**config.mk**
```make
export PLATFORM = sky130hd
export DESIGN_NAME = ws2812_rx
export DESIGN_NICKNAME = d
export VERILOG_FILES = /design/src/rtl/ws2812_rx.sv
export SDC_FILE = /design/constraint.sdc
export NUM_CORES = 1
export LEC_CHECK = 0
export ABC_AREA = 1
export CAP_MARGIN = 20
export CORE_MARGIN = 2
export CORE_UTILIZATION = 40
export DETAILED_ROUTE_END_ITERATION = 8
export PLACE_DENSITY_LB_ADDON = 0.3
export SKIP_CTS_REPAIR_TIMING = 1
export SYNTH_ARGS = -nofsm -noshare
export SYNTH_HDL_FRONTEND = slang
export SYNTH_SLANG_ARGS = --single-unit
```
**constraint.sdc**
```tcl
create_clock -name clk_in -period 2.4 [get_ports clk_in]
set_input_delay 0.36 -clock clk_in [delete_from_list [all_inputs] [get_ports clk_in]]
set_output_delay 0.36 -clock clk_in [all_outputs]
set_load 0.01 [all_outputs]
```
**src/rtl/ws2812_rx.sv**
```systemverilog
// rtl/ws2812_rx.sv - WS2812 one-wire receiver: synchronizer, pulse-width bit decoder, byte/frame strobes
// Optional macro WS2812_RX_ERR_EN enables glitch detection and err_out reporting.
module ws2812_rx #(
  parameter int SYNC_STAGES = 2
) (
  input  logic       clk_in,
  input  logic       rst_n_in,
  input  logic       ws2812_data_in,
  input  logic [7:0] t_thr_cnt_in,
  input  logic [7:0] t_min_cnt_in,
  input  logic [7:0] rst_cnt_in,
  output logic       byte_rdy_out,
  output logic [7:0] byte_data_out,
  output logic       frame_rdy_out,
  output logic       err_out
);

  typedef enum logic [1:0] {
    ST_SYNC = 2'd0,
    ST_IDLE = 2'd1,
    ST_HIGH = 2'd2,
    ST_LOW  = 2'd3
  } state_t;

`ifdef WS2812_RX_ERR_EN
  localparam logic ERR_EN = 1'b1;
`else
  localparam logic ERR_EN = 1'b0;
`endif

  logic [SYNC_STAGES-1:0] sync_q;
  logic                   prev_q;
  logic                   line;
  logic                   rise;
  logic                   fall;
  state_t                 state;
  logic [7:0]             high_cnt;
  logic [15:0]            low_cnt;
  logic [2:0]             bit_cnt;
  logic [7:0]             shift_q;
  logic                   byte_seen;
  logic [7:0]             rst_eff;
  logic [15:0]            rst_limit;
  logic                   glitch;
  logic                   bit_val;
  logic [7:0]             shift_next;

  assign line = sync_q[SYNC_STAGES-1];
  assign rise = line & ~prev_q;
  assign fall = ~line & prev_q;

  // A zero reset-time setting behaves as the smallest non-zero one.
  assign rst_eff    = (rst_cnt_in == 8'd0) ? 8'd1 : rst_cnt_in;
  assign rst_limit  = {rst_eff, 8'h00};
  assign bit_val    = (high_cnt >= t_thr_cnt_in);
  assign shift_next = {shift_q[6:0], bit_val};

`ifdef WS2812_RX_ERR_EN
  assign glitch = (high_cnt < t_min_cnt_in);
`else
  // Without error detection a short pulse simply decodes as a 0 bit.
  logic unused_t_min;
  assign unused_t_min = ^t_min_cnt_in;
  assign glitch       = 1'b0;
`endif

  // Synchronize the asynchronous line and keep one extra flop for edge detection.
  always_ff @(posedge clk_in or negedge rst_n_in) begin
    if (!rst_n_in) begin
      sync_q <= '0;
      prev_q <= 1'b0;
    end else begin
      sync_q <= {sync_q[SYNC_STAGES-2:0], ws2812_data_in};
      prev_q <= line;
    end
  end

  // Decoder FSM: measures high/low times, shifts bits and raises registered strobes.
  always_ff @(posedge clk_in or negedge rst_n_in) begin
    if (!rst_n_in) begin
      state         <= ST_SYNC;
      high_cnt      <= 8'd0;
      low_cnt       <= 16'd0;
      bit_cnt       <= 3'd0;
      shift_q       <= 8'd0;
      byte_seen     <= 1'b0;
      byte_rdy_out  <= 1'b0;
      byte_data_out <= 8'd0;
      frame_rdy_out <= 1'b0;
      err_out       <= 1'b0;
    end else begin
      byte_rdy_out  <= 1'b0;
      frame_rdy_out <= 1'b0;
      err_out       <= 1'b0;
      case (state)
        ST_SYNC: begin
          // Wait for one full reset-low period before trusting the line.
          if (line) begin
            low_cnt <= 16'd0;
          end else if (low_cnt >= rst_limit) begin
            low_cnt <= 16'd0;
            state   <= ST_IDLE;
          end else begin
            low_cnt <= low_cnt + 16'd1;
          end
        end
        ST_IDLE: begin
          if (rise) begin
            high_cnt <= 8'd0;
            state    <= ST_HIGH;
          end
        end
        ST_HIGH: begin
          // A falling edge wins over saturation in the same cycle.
          if (fall) begin
            if (glitch) begin
              err_out   <= ERR_EN;
              bit_cnt   <= 3'd0;
              shift_q   <= 8'd0;
              byte_seen <= 1'b0;
              low_cnt   <= 16'd0;
              state     <= ST_SYNC;
            end else begin
              shift_q <= shift_next;
              low_cnt <= 16'd0;
              state   <= ST_LOW;
              if (bit_cnt == 3'd7) begin
                byte_data_out <= shift_next;
                byte_rdy_out  <= 1'b1;
                byte_seen     <= 1'b1;
                bit_cnt       <= 3'd0;
              end else begin
                bit_cnt <= bit_cnt + 3'd1;
              end
            end
          end else if (high_cnt == 8'hFF) begin
            // Line stuck high: drop the partial byte and resynchronize.
            err_out   <= ERR_EN;
            bit_cnt   <= 3'd0;
            shift_q   <= 8'd0;
            byte_seen <= 1'b0;
            low_cnt   <= 16'd0;
            state     <= ST_SYNC;
          end else begin
            high_cnt <= high_cnt + 8'd1;
          end
        end
        ST_LOW: begin
          if (rise) begin
            high_cnt <= 8'd0;
            state    <= ST_HIGH;
          end else if (low_cnt >= rst_limit) begin
            // Frame end: report completed bytes, flag a dangling partial byte.
            frame_rdy_out <= byte_seen;
            err_out       <= ERR_EN & (bit_cnt != 3'd0);
            bit_cnt       <= 3'd0;
            shift_q       <= 8'd0;
            byte_seen     <= 1'b0;
            low_cnt       <= 16'd0;
            state         <= ST_IDLE;
          end else if (low_cnt != 16'hFFFF) begin
            low_cnt <= low_cnt + 16'd1;
          end
        end
        default: begin
          state <= ST_SYNC;
        end
      endcase
    end
  end

endmodule
```
Yosys cells after proc, flatten, opt, wreduce, memory -nomap -nowiden
Index checks and enable logic that the tools add are counted.
Operators by class
  add/subtract/negate cells: 3
  magnitude comparators: 2
  equal/unequal tests: 16
  multiplexer cells: 43
  bitwise gates (word level): 4
  reduce and logical (&&, ||, !) cells: 12
Operators with widths (count)
  $mux W16: 7
  $pmux W16 S3: 1
  $mux W8: 4
  $mux W7: 4
  $add A16 B1 Y16 const B: 1
  $ge A16 B16 Y1: 1
  $ne A16 B16 Y1 const B: 1
  $pmux W8 S2: 1
  $mux W3: 5
  $pmux W7 S2: 1
  $mux W2: 6
  $ne A2 B2 Y1 const B: 6
  $reduce_and A4 Y1: 3
  $mux W1: 11
  $ne A3 B3 Y1 const B: 3
  $add A8 B1 Y8 const B: 1
  $eq A8 B8 Y1 const B: 1
  $ge A8 B8 Y1: 1
  $logic_not A8 Y1: 1
  $pmux W2 S4: 1
  $pmux W3 S2: 1
  $reduce_and A3 Y1: 2
  $reduce_and A5 Y1: 1
  $eq A2 B2 Y1 const B: 2
  11 further kinds: 14
Storage, ports and cells
  register bits after elaboration: 50
  bits of input ports: 27
  output and inout bits: 11
  logic and storage cells: 91

Depth between registers and ports, before layout
Gate-level depths: netlist of the first run.
  depth after elaboration: 6
  mapped depth: 16

Least setup slack after synthesis of the first run
OpenSTA, ideal clock, no wires.
  path type: input to register
  from: input rst_cnt_in[3]
  to: register low_cnt[11]
  library setup time: 117 ps
  arrival: 1870 ps
  slack: 413 ps
  stages: 12
  path buffers: 1
  cells stage by stage: nor4_1 -> a41o_1 -> ha_1 -> nand3_1 -> nor2_1 -> nand2_1 -> nand3_1 -> nor2_2 -> nand2_4 -> buf_6 -> nand3_1 -> nand2_1
Between the ends
  cells in the longest elaborated chain, start to end: 6
  elaborated cells on any way between the ends: 10
  those cells by class: 1 x order compare; 1 x eq/ne; 6 x mux; 2 x reduce/logical
Ends and longest elaborated chain
  from (decl): line 11  | input logic [7:0] rst_cnt_in,
  $logic_not A8 Y1: line 53  | assign rst_eff = (rst_cnt_in == 8'd0) ? 8'd1 : rst_cnt_in;
  $mux W8 *: line 53
  $ge A16 B16 Y1 *: line 100, 152
  $mux W16, on equally long branches: line 152, 100
  $mux W16, on equally long branches: line 149, 98
  $pmux W16 S3: line 95  | case (state)
  to (signal assigned): line 104  | low_cnt <= low_cnt + 16'd1;
  to (signal assigned): line 162  | low_cnt <= low_cnt + 16'd1;
  to (decl): line 38  | logic [15:0] low_cnt;
Mark *: on every way between the ends. The rest lies on a longest branch, timed or not. The select of a mux whose other input is x is not followed.
A chain may end at the register's enable or synchronous reset.

Worst setup path after layout of the first run
  from: input rst_cnt_in[5]
  to: register low_cnt[10]
Same word-level chain as after synthesis.

==> flow_summary.ini, run 1 <==
[logic_synthesis]
syn_area_mm2 = 0.00320
ys_seq_elements = 50
syn_inst = 440
synth_edf_count = 0
synthFlopType = dfrtp_1
synthArstFlopShare = 1.00
syn_area_per_cell_um2 = 7.27
netlist-cell-type-count = 39
synthesis.nets = 488
synth_warnings = 0
ys_seq_area_frac = 0.391

[placed_design]
dp.cells = 575
dp.final_hpwl_mm = 4.89
dpl_worst_slack_ps = -172
numPortBuffers = 28
routabilityCongestion = 0.889

[clocking]
cts_buffers = 5
clock_latency_ps = 310
htree_levels = 2
clk_path_buf_depth = 2
clock-sinks = 50
cts_tree = yes
ctsRootBufferMaster = clkbuf_8
clk_pin_slew_worst_paths_ps = 100

[grt]
grt_usage = 0.167
grt_use_met2 = 0.269
grt_first_pass_wirelength_mm = 11.8
met3_usage = 0.0298
grt_pass1_vias = 2686
top_usage_layer = met2
overflow = 0
use_met1 = 0.227
grt_max_degree = 51
antenna_found_initial = 0

[worst_setup_path]
cp-end-kind = flip-flop
startpoint_type = input port
reg2reg_depth = 12
crit_arrival_ps = 2400
criticalPathCategory = in2reg
cp_max_fo = 7
reg2reg_from = low_cnt[10]$_DFFE_PN0P_
rr_endpoint = low_cnt[1]$_DFFE_PN0P_
worstPathRequired_ps = 2610
ff2ff_setup_slack_ps = 360

[pwr]
vdd_drop_max_v = 0.000307
p_leak_nw = 1.96
p_per_area_mw_per_mm2 = 669

[routing]
drcViolationCount = 0
wl_per_cell_um = 11.9
drt_wl_total_mm = 6.93
ant_nets = 0
drt-initial-drc-count = 192
viasPerCell = 4.89
dr.pass1.iters = 4
vias = 2853

[floorplanning]
die_h_um = 93.5
fp-row-count = 32
core_area_mm2 = 0.00773
dieArea_mm2 = 0.00873
ios = 38
die_x_um = 93.5
start_util = 0.414

[sta]
skew_ps = 9.07
timing.final.ws_setup_ps = 208
slew_violations = 0
fmax_mhz = 456
fin_crit_ps = 2190
maxSlewHeadroom = 0.575
period_share = 0.913
worst_pin_slew_ps = 637
setup-tns-final_ps = 0
setup-violations-final = 0
fin_hold_ws_ps = 141
hold_viol = 0
rsz0062_at_grt = false

[finish]
layout_commonest_cell = nand2_1
final_cell_mix = 152 x nand2_1, 59 x inv_1, 50 x dfrtp_1
drive_gt1_frac = 0.106
area_growth_syn_to_layout_pct = 18.1
diodes = 0
nNetsFinal = 530
instances_no_fill = 584

[job]
maxCapViolations = 0

[min_path]
hold_path_class = in2async

[run_status]
status = complete, no violations
report_power, final:
part / total (mW) / leakage [nW] / switching, mW / internal [mW]
clock: 0.503 / 0.0362 / 0.303 / 0.200
sequential: 1.11 / 0.674 / 0.129 / 0.978
combinational: 0.919 / 1.25 / 0.588 / 0.331
total: 2.53 / 1.96 / 1.02 / 1.51
metrics by stage:
step / utilization / power, mW / cell area [µm²]
6_report: 0.489 / 2.53 / 3780
5_1_grt: 0.489 / 2.73 / 3780
4_1_cts: 0.482 / 2.51 / 3720
3_5_place_dp: 0.471 / 2.01 / 3640
3_3_place_gp: 0.471 / 1.98 / 3640
2_1_floorplan: - / 1.78 / 3200
Yosys cell counts (2+ instances only):
cell | instances | area [µm²]
nand2_1 | 153 | 574
inv_1 | 59 | 221
dfrtp_1 | 50 | 1250
nor2_1 | 38 | 143
nand3_1 | 28 | 140
ha_1 | 21 | 263
a21oi_1 | 11 | 55.1
nor3_1 | 10 | 50.1
nand4_1 | 7 | 43.8
nor2_2 | 7 | 43.8
o21ai_0 | 7 | 35.0
inv_2 | 6 | 22.5
o21ai_1 | 6 | 30.0
xnor2_1 | 5 | 43.8
nand2_2 | 4 | 25.0
xor2_1 | 3 | 26.3
buf_2 | 2 | 10.0
buf_4 | 2 | 15.0
worst max-delay path by stage:
stage | end | start | slack, ps
final | low_cnt[10]$_DFFE_PN0P_ | rst_cnt_in[5] | 210
after global routing | low_cnt[2]$_DFFE_PN0P_ | rst_cnt_in[5] | 10
after CTS | low_cnt[2]$_DFFE_PN0P_ | rst_cnt_in[3] | 140
after detailed placement | low_cnt[2]$_DFFE_PN0P_ | rst_cnt_in[3] | -170
after global placement | low_cnt[12]$_DFFE_PN0P_ | rst_cnt_in[3] | -120
after floorplan | low_cnt[11]$_DFFE_PN0P_ | rst_cnt_in[3] | 410
worst max-delay path, stage by stage:
cell             delay (ps)
clkdlybuf4s50_1         440
nor4_2                  240
a41o_1                  190
ha_1                    220
nand3_1                  80
nor2_1                   50
nand2_1                 100
nand3_2                 120
nor2_4                  250
nand2_2                 180
nand3_1                 110
nand2_1                  60
logic make-up after synthesis:
logic type / count (synthesis) / synth area share
flip-flops: 50 / 0.391
adder cells (fa/ha/maj): 21 / 0.0821
buffers and inverters: 73 / 0.0946
XOR/XNOR: 8 / 0.0219
AO/OA/AOI/OAI: 31 / 0.0579
AND/OR/NAND/NOR: 256 / 0.351
other: 1 / 0.00117
sequential cells by signal (all words and copies together), names as in the netlist:
name / flops
low_cnt: 16
state: 2
frame_rdy_out: 1
byte_data_out: 8
prev_q: 1
sync_q: 2
byte_rdy_out: 1
shift_q: 7
byte_seen: 1
high_cnt: 8
bit_cnt: 3
layout make-up:
| type | count | area, µm² |
|---|---|---|
| fillers | 758 | 3950 |
| well taps | 102 | 128 |
| repair buffers | 40 | 368 |
| inverters | 66 | 248 |
| multi-input cells | 319 | 1700 |
| flip-flops and latches | 50 | 1250 |
| clock inverters | 2 | 15.0 |
| clock buffers | 5 | 68.8 |
routing by layer:
metal,vias to the layer above,part of all wire,wire (µm)
met1,1330,0.48,3300
met5,-,0,0
li1,1461,-,-
met4,0,0.016,108
met2,52,0.46,3200
met3,10,0.046,318
(Power assumes the default switching activity.)
==> inputs of run 2 (changes only) <==
Settings changed: PLACE_DENSITY_LB_ADDON 0.3 to not set.
==> flow_summary.ini, run 2 (synthesis gave the netlist of run 1 again) <==
[finish]
layout_commonest_cell = nand2_1
top_regs = low_cnt: 16 flops, byte_data_out: 8 flops, high_cnt: 8 flops
instances_no_fill = 583
fin_util = 0.494
largest_register_ff_count = 16
fin_area_mm2 = 0.00382
drive_gt1_frac = 0.102
diodes = 0
nNetsFinal = 529
final_cell_mix = 153 x nand2_1, 59 x inv_1, 50 x dfrtp_1
largest-register = low_cnt
n_fill_cell = 768
area_growth_syn_to_layout_pct = 19.2

[sta]
fmax_mhz = 445
skew_ps = 4.21
timing.final.ws_setup_ps = 155
maxSlewHeadroom = 0.657
hold_viol = 0
setup-tns-final_ps = 0
fin_hold_ws_ps = 15.6
worst_pin_slew_ps = 514
fin_crit_ps = 2240
period_share = 0.935
setup-violations-final = 0
slew_violations = 0

[routing]
ant_nets = 0
dr.pass1.iters = 4
viasPerCell = 4.70
drt-initial-drc-count = 88
drt_wl_total_mm = 6.75
drcViolationCount = 0
vias = 2743
wl_per_cell_um = 11.6

[pwr]
p_leak_nw = 1.98
p_per_area_mw_per_mm2 = 691
vdd_drop_max_v = 0.000285
fin_total_pwr_mw = 2.64

[grt]
antenna_found_initial = 0
grt_usage = 0.165
grt_max_degree = 31
grt_pass1_vias = 2474
overflow = 0
grt_first_pass_wirelength_mm = 11.5

[worst_setup_path]
crit_cells = 16
rr_endpoint = low_cnt[1]$_DFFE_PN0P_
cp_max_fo = 10
reg2reg_from = low_cnt[10]$_DFFE_PN0P_
startpoint_type = input port
path_cells = clkdlybuf4s50_1 -> nor4_2 -> a41o_1 -> ha_1 -> inv_1 -> nand2_1 -> nand2_1 -> nand2_1 -> nand2_1 -> nand2_1 -> nand3_2 -> buf_4 -> o21ai_2 -> buf_12 -> nand2_1 -> o21ai_1
cp-end-kind = flip-flop
max_stage_delay_ps = 450
cpMaxStageDelayCell = clkdlybuf4s50_1
path_common_cell = nand2_1
reg2reg_depth = 12
worstPathRequired_ps = 2630
crit_arrival_ps = 2480
ff2ff_setup_slack_ps = 340
crit_family = buffers and inverters
cp_num_buf_inv = 4
criticalPathCategory = in2reg

[floorplanning]
ios = 38
die_h_um = 93.5
start_util = 0.414
dieArea_mm2 = 0.00873
die_x_um = 93.5
fp-row-count = 32
core_area_mm2 = 0.00773

[clocking]
cts_buffers = 5
ctsRootBufferMaster = clkbuf_8
clock-sinks = 50
clk_path_buf_depth = 2
clk_pin_slew_worst_paths_ps = 100
cts_tree = yes
clock_latency_ps = 300
htree_levels = 2

[placed_design]
place_area_mm2 = 0.00366
numPortBuffers = 28
routabilityCongestion = 0.805
dp.final_hpwl_mm = 4.95
dpl_worst_slack_ps = -149
dp.cells = 575

[job]
maxCapViolations = 0

[run_status]
status = complete, no violations

[min_path]
hold_path_class = in2async
run 2: area by class of cell:
| cell class | count | area, µm² | share of cell area |
|---|---|---|---|
| multi-input cells | 318 | 1690 | 0.443 |
| flip-flops and latches | 50 | 1250 | 0.328 |
| clock buffers | 5 | 68.8 | 0.0180 |
| well taps | 102 | 128 | 0.0334 |
| inverters | 66 | 248 | 0.0649 |
| clock inverters | 2 | 38.8 | 0.0102 |
| repair buffers | 40 | 390 | 0.102 |
run 2: worst register-to-register path: cells and delay by family (launching register included):
family	cells	cell delay, ps
adder cells (fa/ha/maj)	1	320
buffers and inverters	3	470
flip-flops	1	500
AND/OR/NAND/NOR	8	680
run 2: per-layer routing:
| layer | vias to the layer above | GRT usage | wire, µm |
|---|---|---|---|
| li1 | 1463 | - | - |
| met1 | 1236 | 0.241 | 3410 |
| met2 | 42 | 0.257 | 3030 |
| met3 | 2 | 0.0218 | 254 |
| met4 | 0 | 0.0478 | 53 |
| met5 | - | 0 | 0 |
run 2: how the worst max path moves through the flow:
stage,startpoint,endpoint
2_1_floorplan,rst_cnt_in[3],low_cnt[11]$_DFFE_PN0P_
3_3_place_gp,rst_cnt_in[3],low_cnt[12]$_DFFE_PN0P_
3_5_place_dp,rst_cnt_in[3],low_cnt[8]$_DFFE_PN0P_
4_1_cts,rst_cnt_in[3],low_cnt[9]$_DFFE_PN0P_
5_1_grt,rst_cnt_in[3],shift_q[2]$_DFFE_PN0P_
6_report,rst_cnt_in[3],shift_q[2]$_DFFE_PN0P_
run 2: report_power, final:
group | internal, mW | total (mW) | switching [mW]
sequential | 0.978 | 1.11 | 0.127
combinational | 0.346 | 0.933 | 0.587
clock | 0.307 | 0.599 | 0.292
